$ cat src/rtl/controle_escrita_banco_pkg.sv
// Shared constants for the register-file write-back controller: mux select
// encodings, requester indices and the default age threshold.
package controle_escrita_banco_pkg;

  localparam logic [1:0] SEL_RT = 2'b00;
  localparam logic [1:0] SEL_29 = 2'b01;
  localparam logic [1:0] SEL_31 = 2'b10;
  localparam logic [1:0] SEL_RD = 2'b11;

  // Lower index means higher fixed priority.
  localparam logic [1:0] IDX_SP   = 2'd0;
  localparam logic [1:0] IDX_LINK = 2'd1;
  localparam logic [1:0] IDX_ALU  = 2'd2;
  localparam logic [1:0] IDX_LOAD = 2'd3;
  localparam int         N_REQ    = 4;

  localparam int IDADE_MAX = 3;

  typedef logic [1:0] idade_t;

  function automatic logic [1:0] sel_de(input logic [1:0] idx);
    logic [1:0] sel;
    case (idx)
      IDX_SP:   sel = SEL_29;
      IDX_LINK: sel = SEL_31;
      IDX_ALU:  sel = SEL_RD;
      default:  sel = SEL_RT;
    endcase
    return sel;
  endfunction

endpackage

$ cat src/rtl/controle_escrita_banco_slot_escrita.sv
// One buffered write request: pending flag, data, optional register field and
// a saturating age counter used by the arbiter to avoid starvation.
module slot_escrita
  import controle_escrita_banco_pkg::*;
#(
  parameter int LARG_DADO = 32,
  parameter bit TEM_CAMPO = 1'b0
) (
  input  logic                 clk,
  input  logic                 reset,
  input  logic                 req,
  input  logic                 flush,
  input  logic                 concedido,
  input  logic [LARG_DADO-1:0] dado,
  input  logic [4:0]           campo,
  output logic                 pend,
  output logic [LARG_DADO-1:0] dado_q,
  output logic [4:0]           campo_q,
  output idade_t               idade
);

  logic aceita;

  // Ready is !pend, so an accept can never coincide with this slot's grant.
  assign aceita = req & ~pend & ~flush;

  always_ff @(posedge clk or negedge reset) begin
    if (!reset) begin
      pend   <= 1'b0;
      dado_q <= '0;
      idade  <= '0;
    end else if (flush) begin
      pend  <= 1'b0;
      idade <= '0;
    end else if (aceita) begin
      pend   <= 1'b1;
      dado_q <= dado;
      idade  <= '0;
    end else if (pend) begin
      if (concedido) begin
        pend  <= 1'b0;
        idade <= '0;
      end else if (idade != 2'b11) begin
        idade <= idade + 2'd1;
      end
    end
  end

  if (TEM_CAMPO) begin : g_campo
    always_ff @(posedge clk or negedge reset) begin
      if (!reset) begin
        campo_q <= '0;
      end else if (aceita) begin
        campo_q <= campo;
      end
    end
  end else begin : g_sem_campo
    assign campo_q = '0;
  end

endmodule

$ cat src/rtl/controle_escrita_banco.sv
// Write-back controller: four single-entry request slots sharing the one
// register-file write port, with age-promoted fixed-priority arbitration.
module controle_escrita_banco #(
  parameter int LARG_DADO = 32,
  parameter int IDADE_MAX = controle_escrita_banco_pkg::IDADE_MAX
) (
  input  logic                 clk,
  input  logic                 reset,
  input  logic                 req_sp,
  input  logic                 req_link,
  input  logic                 req_alu,
  input  logic                 req_load,
  output logic                 pronto_sp,
  output logic                 pronto_link,
  output logic                 pronto_alu,
  output logic                 pronto_load,
  input  logic [LARG_DADO-1:0] dado_sp,
  input  logic [LARG_DADO-1:0] dado_link,
  input  logic [LARG_DADO-1:0] dado_alu,
  input  logic [LARG_DADO-1:0] dado_load,
  input  logic [4:0]           campo_rd,
  input  logic [4:0]           campo_rt,
  input  logic                 flush,
  output logic [1:0]           RegWriteMUX,
  output logic [4:0]           rt_out,
  output logic [15:0]          imm_out,
  output logic                 RegWrite,
  output logic [LARG_DADO-1:0] dado_escrita,
  output logic                 ocupado
);

  import controle_escrita_banco_pkg::*;

  localparam idade_t LIMIAR = idade_t'(IDADE_MAX);

  logic [N_REQ-1:0]     req_v;
  logic [N_REQ-1:0]     pend;
  logic [N_REQ-1:0]     concede;
  logic [N_REQ-1:0]     envelhecido;
  logic [N_REQ-1:0]     candidatos;
  logic [1:0]           vencedor;
  logic [LARG_DADO-1:0] dado_in [N_REQ];
  logic [LARG_DADO-1:0] dado_q  [N_REQ];
  logic [4:0]           campo_in[N_REQ];
  logic [4:0]           campo_q [N_REQ];
  idade_t               idade   [N_REQ];

  assign req_v = {req_load, req_alu, req_link, req_sp};

  assign dado_in[IDX_SP]   = dado_sp;
  assign dado_in[IDX_LINK] = dado_link;
  assign dado_in[IDX_ALU]  = dado_alu;
  assign dado_in[IDX_LOAD] = dado_load;

  assign campo_in[IDX_SP]   = '0;
  assign campo_in[IDX_LINK] = '0;
  assign campo_in[IDX_ALU]  = campo_rd;
  assign campo_in[IDX_LOAD] = campo_rt;

  for (genvar i = 0; i < N_REQ; i++) begin : g_slot
    slot_escrita #(
      .LARG_DADO (LARG_DADO),
      .TEM_CAMPO ((i == int'(IDX_ALU)) || (i == int'(IDX_LOAD)))
    ) u_slot (
      .clk       (clk),
      .reset     (reset),
      .req       (req_v[i]),
      .flush     (flush),
      .concedido (concede[i]),
      .dado      (dado_in[i]),
      .campo     (campo_in[i]),
      .pend      (pend[i]),
      .dado_q    (dado_q[i]),
      .campo_q   (campo_q[i]),
      .idade     (idade[i])
    );
  end

  // Aged slots form the candidate set when any exist; fixed priority then
  // picks the lowest index, so ties among aged slots resolve the same way.
  always_comb begin
    envelhecido = '0;
    for (int i = 0; i < N_REQ; i++) begin
      envelhecido[i] = pend[i] && (idade[i] >= LIMIAR);
    end
    candidatos = (|envelhecido) ? envelhecido : pend;
    vencedor   = IDX_SP;
    for (int i = N_REQ - 1; i >= 0; i--) begin
      if (candidatos[i]) begin
        vencedor = 2'(i);
      end
    end
    concede = '0;
    if (|candidatos) begin
      concede[vencedor] = 1'b1;
    end
  end

  assign RegWrite     = |candidatos;
  assign RegWriteMUX  = RegWrite ? sel_de(vencedor) : SEL_RT;
  assign dado_escrita = RegWrite ? dado_q[vencedor] : '0;

  assign rt_out  = campo_q[IDX_LOAD];
  assign imm_out = {campo_q[IDX_ALU], 11'b0};
  assign ocupado = |pend;

  assign pronto_sp   = ~pend[IDX_SP];
  assign pronto_link = ~pend[IDX_LINK];
  assign pronto_alu  = ~pend[IDX_ALU];
  assign pronto_load = ~pend[IDX_LOAD];

endmodule
$ cat config.mk
export PLATFORM = sky130hd
export DESIGN_NAME = controle_escrita_banco
export DESIGN_NICKNAME = d
export VERILOG_FILES = /design/src/rtl/controle_escrita_banco_pkg.sv /design/src/rtl/controle_escrita_banco_slot_escrita.sv /design/src/rtl/controle_escrita_banco.sv
export SDC_FILE = /design/constraint.sdc
export NUM_CORES = 1
export LEC_CHECK = 0
export CAP_MARGIN = 40
export CORE_UTILIZATION = 43
export DETAILED_ROUTE_END_ITERATION = 8
export HOLD_SLACK_MARGIN = 0.03
export PLACE_DENSITY = 0.77
export SETUP_SLACK_MARGIN = 0.3
export SLEW_MARGIN = 15
export SYNTH_ARGS = -nofsm -noshare
export SYNTH_HDL_FRONTEND = slang
export SYNTH_SLANG_ARGS = --single-unit
$ cat constraint.sdc
create_clock -name clk -period 2.6 [get_ports clk]
set_input_delay 0.65 -clock clk [delete_from_list [all_inputs] [get_ports clk]]
set_output_delay 0.65 -clock clk [all_outputs]
set_load 0.03 [all_outputs]
* Yosys cells after proc, flatten, opt, wreduce, memory -nomap -nowiden
Index checks and enable logic that the tools add are counted.
Operators by class: eq/ne operators 6, $lt $le $gt $ge 7, reductions and logical operators 25, multiplexer cells 50, add/sub/neg operators 4, bitwise operators 14
Operator list (count):
- 2-to-1 mux 32 bit | 3
- binary-select mux 32 bit (select 2 bit) | 1
- 2-to-1 mux 2 bit | 25
- 2-to-1 mux 1 bit | 17
- AND reduction 2 bit | 8
- nonzero test 4 bit | 4
- nonzero test 3 bit | 4
- OR reduction 4 bit | 3
- adder 2 x 1 -> 2 bit (second input constant) | 4
- bitwise AND 1 bit | 8
- >= comparator 2 bit (second input constant) | 4
- 2-to-1 mux 4 bit | 2
- inequality test 2 bit (second input constant) | 4
- one-hot mux 2 bit (3 select lines) | 1
- logical AND 1 bit | 5
- NOT 1 bit | 5
- >= comparator 3 bit (second input constant) | 1
- less-than comparator 2 x 3 -> 1 bit (second input constant) | 1
- NOT 2 -> 3 bit | 1
- demux 1 bit (select 2 bit) | 1
- equality test 2 x 1 -> 1 bit (second input constant) | 1
- equality test 2 bit (second input constant) | 1
- >= comparator 2 x 1 -> 1 bit (second input constant) | 1
- logical NOT 2 bit | 1
Storage, ports and cells: logic and storage cells 120, output and inout bits 61, register bits after elaboration 150, input port bits 145

* Longest topological paths before layout
word-level depth 17, mapped depth 11

* Cells and area by module
From an unflattened synthesis, not the netlist that was laid out.
Unflattened totals: cells, all modules 605, area, all modules 8060.2 µm²
Modules (own cells, without submodules):
- slot_escrita (g_slot[2].u_slot ...) | cells each 95, area each 1700.4 µm², sequential area each 1001.0 µm², instances 2
- slot_escrita (g_slot[0].u_slot ...) | cells each 89, area each 1427.6 µm², sequential area each 875.8 µm², instances 2
- controle_escrita_banco | cells each 237, area each 1804.2 µm², sequential area each 0.0 µm², instances 1

* Worst setup path after synthesis
No wires, ideal clock.
path type register to output, start point register g_slot[3].u_slot.idade[0], end point output port dado_escrita[2], data required time 1.950 ns, stages on the path, launching flop included 9, setup slack -0.447 ns, data arrival time 2.397 ns, path buffers 2, path through dfrtp_1 ha_1 buf_4 a22oi_1 o21ai_2 nand4_2 nand3_2 buf_2 o21ai_0
RTL lines:
- start: declaration | line controle_escrita_banco_slot_escrita.sv:19 | output idade_t idade
- start signal: assignment | line controle_escrita_banco_slot_escrita.sv:44 | idade <= idade + 2'd1;
- >= comparator 2 bit (*) | line controle_escrita_banco.sv:84 | envelhecido[i] = pend[i] && (idade[i] >= LIMIAR);
- logical AND 1 bit (*) | line controle_escrita_banco.sv:84
- OR reduction 4 bit | line controle_escrita_banco.sv:86 | candidatos = (|envelhecido) ? envelhecido : pend;
- 2-to-1 mux 4 bit (*) | line controle_escrita_banco.sv:86
- OR reduction 4 bit (*) | line controle_escrita_banco.sv:99 | assign RegWrite = |candidatos;
- named net RegWrite | line controle_escrita_banco.sv:27 | output logic RegWrite,
- 2-to-1 mux 32 bit (*) | line controle_escrita_banco.sv:101 | assign dado_escrita = RegWrite ? dado_q[vencedor] : '0;
- end: declaration | line controle_escrita_banco.sv:28 | output logic [LARG_DADO-1:0] dado_escrita,
The timed path passes the listed nets; every way through them passes the cells marked *. The select of a mux whose other input is x is not followed.

* Final worst setup path
start point register g_slot[0].u_slot.idade[0], end point output port dado_escrita[9]
Between the ends: longest elaborated chain between the ends 13
RTL lines:
- start: declaration | line controle_escrita_banco_slot_escrita.sv:19
- start signal: assignment | line controle_escrita_banco_slot_escrita.sv:44
- >= comparator 2 bit (*) | line controle_escrita_banco.sv:84
- logical AND 1 bit (*) | line controle_escrita_banco.sv:84
- OR reduction 4 bit | line controle_escrita_banco.sv:86
- 2-to-1 mux 4 bit (*) | line controle_escrita_banco.sv:86
- 2-to-1 mux 2 bit (4 in a row) | line controle_escrita_banco.sv:89 | if (candidatos[i]) begin
- NOT 2 -> 3 bit (implied by the code) | line controle_escrita_banco.sv:101
- binary-select mux 32 bit (select 2 bit) | line controle_escrita_banco.sv:101
- 2-to-1 mux 32 bit (implied by the code) (2 in a row) | line controle_escrita_banco.sv:101
- 2-to-1 mux 32 bit (*) | line controle_escrita_banco.sv:101
Mark *: on every way between the ends. The rest lies on a longest branch, timed or not. The select of a mux whose other input is x is not followed.

==> impl_metrics.csv <==
group,metric,value,unit
run_status,status,"complete, but fails checks",
run_status,failed_checks,"negative setup slack",
sta,max_slew.worst_pin.slew,660.2,ps
final_layout,final_net_count,929,
grt,track_usage,26.99,%
final_layout,areaGrowthSynthToFinish,67.60,%
grt,grt_pass1_wl,33.26,mm
clock_network,clk_latency,430,ps
synth,async_flop_share,100.0,%
clock_network,clkTransAtPathRegs,70,ps
setup_path,crit_arrival,2580,ps
final_layout,final_cells,1006,
synth,ys_types,42,
sta,timing.final.ws_setup,-634.5,ps
job,cap_viol_max_count,0,
synth,synth_largest_area_cell,"dfrtp_1",
clock_network,cts_root_buffer,"clkbuf_16",
setup_path,crit_type,"register to primary output",
setup_path,regToRegEndpoint,"g_slot[0].u_slot.idade[1]",
clock_network,clk_path_buf_depth,2,
setup_path,crit_path_start_kind,"register",
setup_path,rrSetupSlack,200,ps
detailed_routing,routedWlPerCell,21.81,µm
setup_path,crit_path_max_incr_delay,410,ps
grt,grt_pass1_vias,6062,
sta,finalSetupTns,-19780,ps
synth,synth_area,0.006959,mm²
detailed_routing,vias,5474,
setup_path,cpMaxStageDelayCell,"dfrtp_1",
worst_hold_path,hold_class,"input pin to async pin",
detailed_routing,ant_nets,0,
synth,ys_seq_area_share,53.94,%
synth,synth_most_common_cell,"dfrtp_1",
setup_path,r2r_start,"g_slot[1].u_slot.idade[0]",
detailed_routing,avgViaCountPerCell,5.441,
synth,netlist_top_cells_area,"dfrtp_1 (54%), mux2_2 (22%), mux2i_1 (4.7%)",
sta,fmax,309.2,MHz
placed_design,place.gp.congestion,0.8301,
clock_network,cts_tree,"done",
setup_path,crit_top_cell,"buf_6",
sta,fin_crit_sh,124.4,%
detailed_routing,drtPass1Iterations,4,
grt,grt_max_degree,50,
power,peakVddDrop,0.0005347,V
sta,setup_viol,36,
floorplan,dieArea,0.01670,mm²
setup_path,path_max_fanout,8,
final_layout,drive_gt1_share,52.41,%
placed_design,placed_area,0.01012,mm²
setup_path,rr_worst_depth,11,
floorplan,die_x,129.2,µm
setup_path,path_cells,"ha_4, buf_6, a22oi_2, o21a_1, o2111a_2, buf_12, a32oi_1, buf_4, o21ai_4, buf_6",
grt,grt-ovfl-total,0,
setup_path,required,1950,ps
synth,yosys.area.top_type_share,53.94,%
clock_network,clock_sinks,150,
detailed_routing,drt_iter0_markers,263,
synth,synthTopCellsByCount,"dfrtp_1 (150), mux2_2 (139), mux2i_1 (33)",
detailed_routing,drc_errors,0,
synth,synth-edff-count,0,
setup_path,end_kind,"primary output",
floorplan,io_pins,206,
clock_network,cts_buffers,17,
synth,synth_area_per_cell,13.46,µm²
final_layout,antenna-diode-count,0,
final_layout,fin_util,73.69,%
sta,hold_slack,159.3,ps
sta,final-hold-violation-count,0,
grt,antenna_found_initial,0,
synth,ys.flop_type,"dfrtp_1",
sta,drv_slew,0,
clock_network,ctsHoldBuffers,0,
sta,fin_crit,3235,ps
final_layout,design_area,0.01166,mm²
synth,synthCells,517,
placed_design,place_inst,950,
synth,ys_ff_latch,150,
detailed_routing,wirelength,21.94,mm
synth,yosysWarnings,0,
sta,relSlewSlack,55.89,%
clock_network,htreeDepth,4,
power,p_leak,0.004630,µW
floorplan,coreArea,0.01583,mm²
floorplan,die_h,129.2,µm
sta,finClkSkew,9.320,ps
power,p_per_area,769.7,mW/mm²
placed_design,portBuffers,194,
floorplan,start_util,43.97,%
placed_design,dp_hpwl,14.30,mm
floorplan,rows,46,
sta,rsz0062_at_grt,"yes",
## worst max-delay path by stage
stage                     cells past startpoint                      start                to
final                                        10  g_slot[0].u_slot.idade[0]   dado_escrita[9]
after floorplan                               9  g_slot[1].u_slot.idade[1]  dado_escrita[10]
after global placement                        8  g_slot[2].u_slot.idade[0]   dado_escrita[9]
after global routing                         10  g_slot[0].u_slot.idade[1]   dado_escrita[9]
after CTS                                    10  g_slot[1].u_slot.idade[0]   dado_escrita[5]
after detailed placement                      8  g_slot[2].u_slot.idade[1]  dado_escrita[13]
## placed cells by master (no fill, tap or decap), types with 2 or more instances in the layout
cell type	synthesis	final
clkdlybuf4s50_1	0	153
dfrtp_1	150	150
mux2_2	139	139
buf_4	14	54
buf_6	4	46
mux2i_4	0	31
o21ai_4	0	31
clkbuf_16	0	20
a32oi_2	0	16
buf_12	0	15
a32oi_1	32	14
conb_1	1	11
inv_1	11	9
o21ai_2	2	8
nor2_1	8	7
ha_4	0	6
a21oi_1	5	5
inv_6	0	5
a22oi_2	2	4
nand2_1	4	4
clkinvlp_4	0	3
a211oi_1	4	3
and3_2	0	3
inv_8	0	3
bufinv_16	0	3
buf_16	0	3
o21a_2	0	2
nor2_4	0	2
a32oi_4	0	2
mux2i_1	33	2
a31oi_1	2	2
a31o_2	2	2
xor2_1	2	2
dlygate4sd2_1	0	2
clkdlybuf4s15_1	0	2
## per-layer routing
layer  up-vias  routed length [µm]  GRT usage (%)  part of all wire, %
met5         -                   0              0                    0
met4         0                 671          11.63                  3.1
met3        47                1239          6.482                  5.6
met2       210               11640          47.41                   53
met1      2777                8395          31.48                   38
li1       2440                   -              -                    -
## final cells by class
| class | instances | area (µm²) |
|---|---|---|
| inverter | 11 | 47.55 |
| clock inverter | 14 | 187.7 |
| clock buffer | 18 | 439.2 |
| sequential | 150 | 3754 |
| fill | 952 | 4164 |
| multi-input combinational | 318 | 4000 |
| timing repair buffer | 279 | 2965 |
| tap | 216 | 270.3 |
## kinds of logic (layout without fill, tap and decap cells)
| family | after synthesis | count (layout) | synth area share [%] |
|---|---|---|---|
| other cells | 1 | 11 | 0.05389 |
| mux | 172 | 172 | 27.24 |
| flops | 150 | 150 | 53.94 |
| fa+ha+maj | 7 | 7 | 1.258 |
| xor+xnor | 2 | 2 | 0.2518 |
| buf+inv | 60 | 322 | 4.782 |
| compound gates | 102 | 102 | 10.70 |
| simple gates | 23 | 24 | 1.780 |
## repair_timing
action                                 in CTS  in global routing
buffers inserted                           12                  4
endpoints found under the hold margin       0                  0
pin swaps                                  27                 19
resized for setup                          75                 42
setup endpoints to repair                  41                 44
gates cloned                                4                  4
## power by group
group          internal [µW]  total, µW  switching, µW
registers               2790       3170            386
logic                   1690       3170           1490
clock network           1570       2630           1060
total                   6050       8980           2930
## flip-flops by register name, indices dropped and copies added, names as in the netlist
| register | count |
|---|---|
| g_slot.u_slot.idade | 8 |
| g_slot.u_slot.campo_q | 10 |
| g_slot.u_slot.pend | 4 |
| g_slot.u_slot.dado_q | 128 |
## per-stage QoR
step,power (µW),setup WS (ps)
final,8977,-634.5
after floorplan,4870,51.21
after global routing,9340,-743.4
after detailed placement,5884,-377.8
after global placement,5786,-263.1
after CTS,8857,-613.5
## critical path: cells and delay by family (launching register included)
family | cells | cell delay [ps]
compound gates | 5 | 900
fa+ha+maj | 1 | 190
buf+inv | 4 | 650
flops | 1 | 410
No activity file was read; power rests on OpenSTA's default activity.
==> edit, RTL diff (same flow settings) <==
`LARG_DADO` is set to 32 in 2 places; all go to 16.
--- a/src/rtl/controle_escrita_banco_slot_escrita.sv
+++ b/src/rtl/controle_escrita_banco_slot_escrita.sv
@@ -3,7 +3,7 @@
 module slot_escrita
   import controle_escrita_banco_pkg::*;
 #(
-  parameter int LARG_DADO = 32,
+  parameter int LARG_DADO = 16,
   parameter bit TEM_CAMPO = 1'b0
 ) (
   input  logic                 clk,
--- a/src/rtl/controle_escrita_banco.sv
+++ b/src/rtl/controle_escrita_banco.sv
@@ -1,7 +1,7 @@
 // Write-back controller: four single-entry request slots sharing the one
 // register-file write port, with age-promoted fixed-priority arbitration.
 module controle_escrita_banco #(
-  parameter int LARG_DADO = 32,
+  parameter int LARG_DADO = 16,
   parameter int IDADE_MAX = controle_escrita_banco_pkg::IDADE_MAX
 ) (
   input  logic                 clk,
Interface: changed (5 resized); port bits go from 206 to 126. The function was not compared with the original's and may differ.
==> edit against the unedited design <==
- the run still ends with setup timing left
- design area down 46%
- synthesized area down 40%
- routed wire length is 52% lower
- setup slack gained 0.15 ns
- core utilization decreased by 6.3 points
- critical path type unchanged
- die area is 40% lower
- critical endpoint is now dado_escrita[11]
- clock skew down 0.0010 ns
- sequential cell count fell by 64
- total power is 53% lower
- sequential power fell by 45%
==> edit: results (changes against the unedited design) <==
Outcome
  – Outcome: finished, violations left (unchanged)
  – Violated checks: setup timing (unchanged)

Cells and area
  – Comb_multi_in: 222 (was 318)
  – Final clock-cell share: 0.0307 (was 0.0537)
  – Fin nets: 578 (was 929)
  – Register fraction of the total cell area: 0.343 (was 0.322)
  – Multi-input gate share of total cell area: 0.337 (was 0.343)
  – Layout non-clock buf frac: 0.257 (was 0.254)

STA
  – Clock Skew: 0.00830 ns (was 0.00932 ns)
  – Final setup viols: 18 (was 36)
  – Final Worst Setup Slack: -0.486 ns (was -0.635 ns)

Placed design
  – RePlAce Congestion: 0.832 (was 0.830)
  – I/O Buffers: 114 (was 194)
  – Placed Area: 5790 um^2 (was 10,100 um^2)
  – Dpl cells: 597 (was 950)

Critical path
  – CP max FO: 12 (was 8)
  – Arr. time, crit path: 2.44 ns (was 2.58 ns)

Pwr
  – Power Density: 674 nW/um^2 (was 770 nW/um^2)
  – Clock group share of total power: 0.215 (was 0.293)
  – Pleak: 2.66 nW (was 4.63 nW)

Routing
  – Initial DRC Count: 105 (was 263)
  – Final wirelength: 10,500 um (was 21,900 um)
  – Vias/cell: 5.15 (was 5.44)

Logic synthesis
  – Seq/Total Area, Yosys: 0.516 (was 0.539)
  – Leading post-synthesis cells by cell area: dfrtp_1 52%, mux2_2 20%, mux2i_1 4.3%, o221ai_1 3.4%, ha_1 2.1% (was dfrtp_1 54%, mux2_2 22%, mux2i_1 4.7%, a32oi_1 4.0%, o21ai_1 2.1%)
  – Post-synth top cells: 86 x dfrtp_1, 74 x mux2_2, 23 x nand2_1, 18 x mux2i_1, 18 x nor2_1 (was 150 x dfrtp_1, 139 x mux2_2, 33 x mux2i_1, 32 x a32oi_1, 29 x o21ai_1)

GRT
  – Largest net degree at the start of global routing: 60 (was 50)

Clock network
  – Clock Latency Late Sink: 0.36 ns (was 0.43 ns)
==> edit: cell types whose count changed after synthesis, sizes merged, moves of 11 or more <==
| cell | delta |
|---|---|
| dfrtp | -64 |
| nand2 | +20 |
| mux2 | -65 |
| nand3 | +14 |
| buf | -11 |
| mux2i | -15 |
| o221ai | +16 |
| o21ai | -38 |
| a32oi | -32 |
==> edit: per-layer routing <==
layer / global-route usage / part of all wire / vias up
li1: - / - / 1494
met1: 0.277 / 0.42 / 1601
met2: 0.351 / 0.50 / 97
met3: 0.0583 / 0.056 / 19
met4: 0.0691 / 0.019 / 0
met5: 0 / 0 / -
==> edit: metrics by stage <==
stage | total power [mW] | TNS (ns) | utilization | hold WS [ns]
2_1_floorplan | 2.62 | -0.00604 | - | 0.354
3_3_place_gp | 3.12 | -0.700 | 0.621 | 0.490
3_5_place_dp | 3.16 | -2.14 | 0.621 | 0.495
4_1_cts | 4.17 | -7.71 | 0.659 | 0.203
5_1_grt | 4.45 | -9.80 | 0.674 | 0.213
6_report | 4.23 | -8.14 | 0.674 | 0.203
==> edit: logic make-up after synthesis <==
family,Yosys count,synth area share
buffers and inverters,41,0.0534
adder cells (fa/ha/maj),7,0.0210
other,1,0.000899
AO/OA/AOI/OAI,39,0.0807
AND/OR/NAND/NOR,71,0.0804
XOR/XNOR,2,0.00420
multiplexers,92,0.243
flip-flops,86,0.516
==> edit: how the worst max path moves through the flow <==
stage,start,endpoint,cells after the start,slack (ns)
finish,g_slot[2].u_slot.idade[0]$_DFFE_PN0P_,dado_escrita[11],9,-0.49
detailed placement,g_slot[1].u_slot.idade[0]$_DFFE_PN0P_,dado_escrita[8],8,-0.20
floorplan,g_slot[3].u_slot.idade[0]$_DFFE_PN0P_,RegWriteMUX[1],7,-0.006
global route,g_slot[2].u_slot.idade[0]$_DFFE_PN0P_,dado_escrita[5],8,-0.57
global placement,g_slot[1].u_slot.idade[0]$_DFFE_PN0P_,dado_escrita[14],8,-0.08
CTS,g_slot[3].u_slot.idade[1]$_DFFE_PN0P_,dado_escrita[12],8,-0.47
==> edit: what timing repair did <==
| item | 4_1_cts | 5_1_grt |
|---|---|---|
| gates resized for setup | 42 | 22 |
| gates cloned | 1 | 1 |
| setup endpoints to repair | 23 | 20 |
| pin swaps | 4 | 3 |
| buffers inserted | 5 | 4 |
==> edit: critical path: stages (launching register included) <==
cell and delay (ns):
dfrtp_1 0.44, ha_2 0.23, a22o_4 0.24, o32ai_4 0.27, a41oi_4 0.12, buf_4 0.22
clkbuf_16 0.17, nand3_1 0.14, o221ai_2 0.11, buf_6 0.15
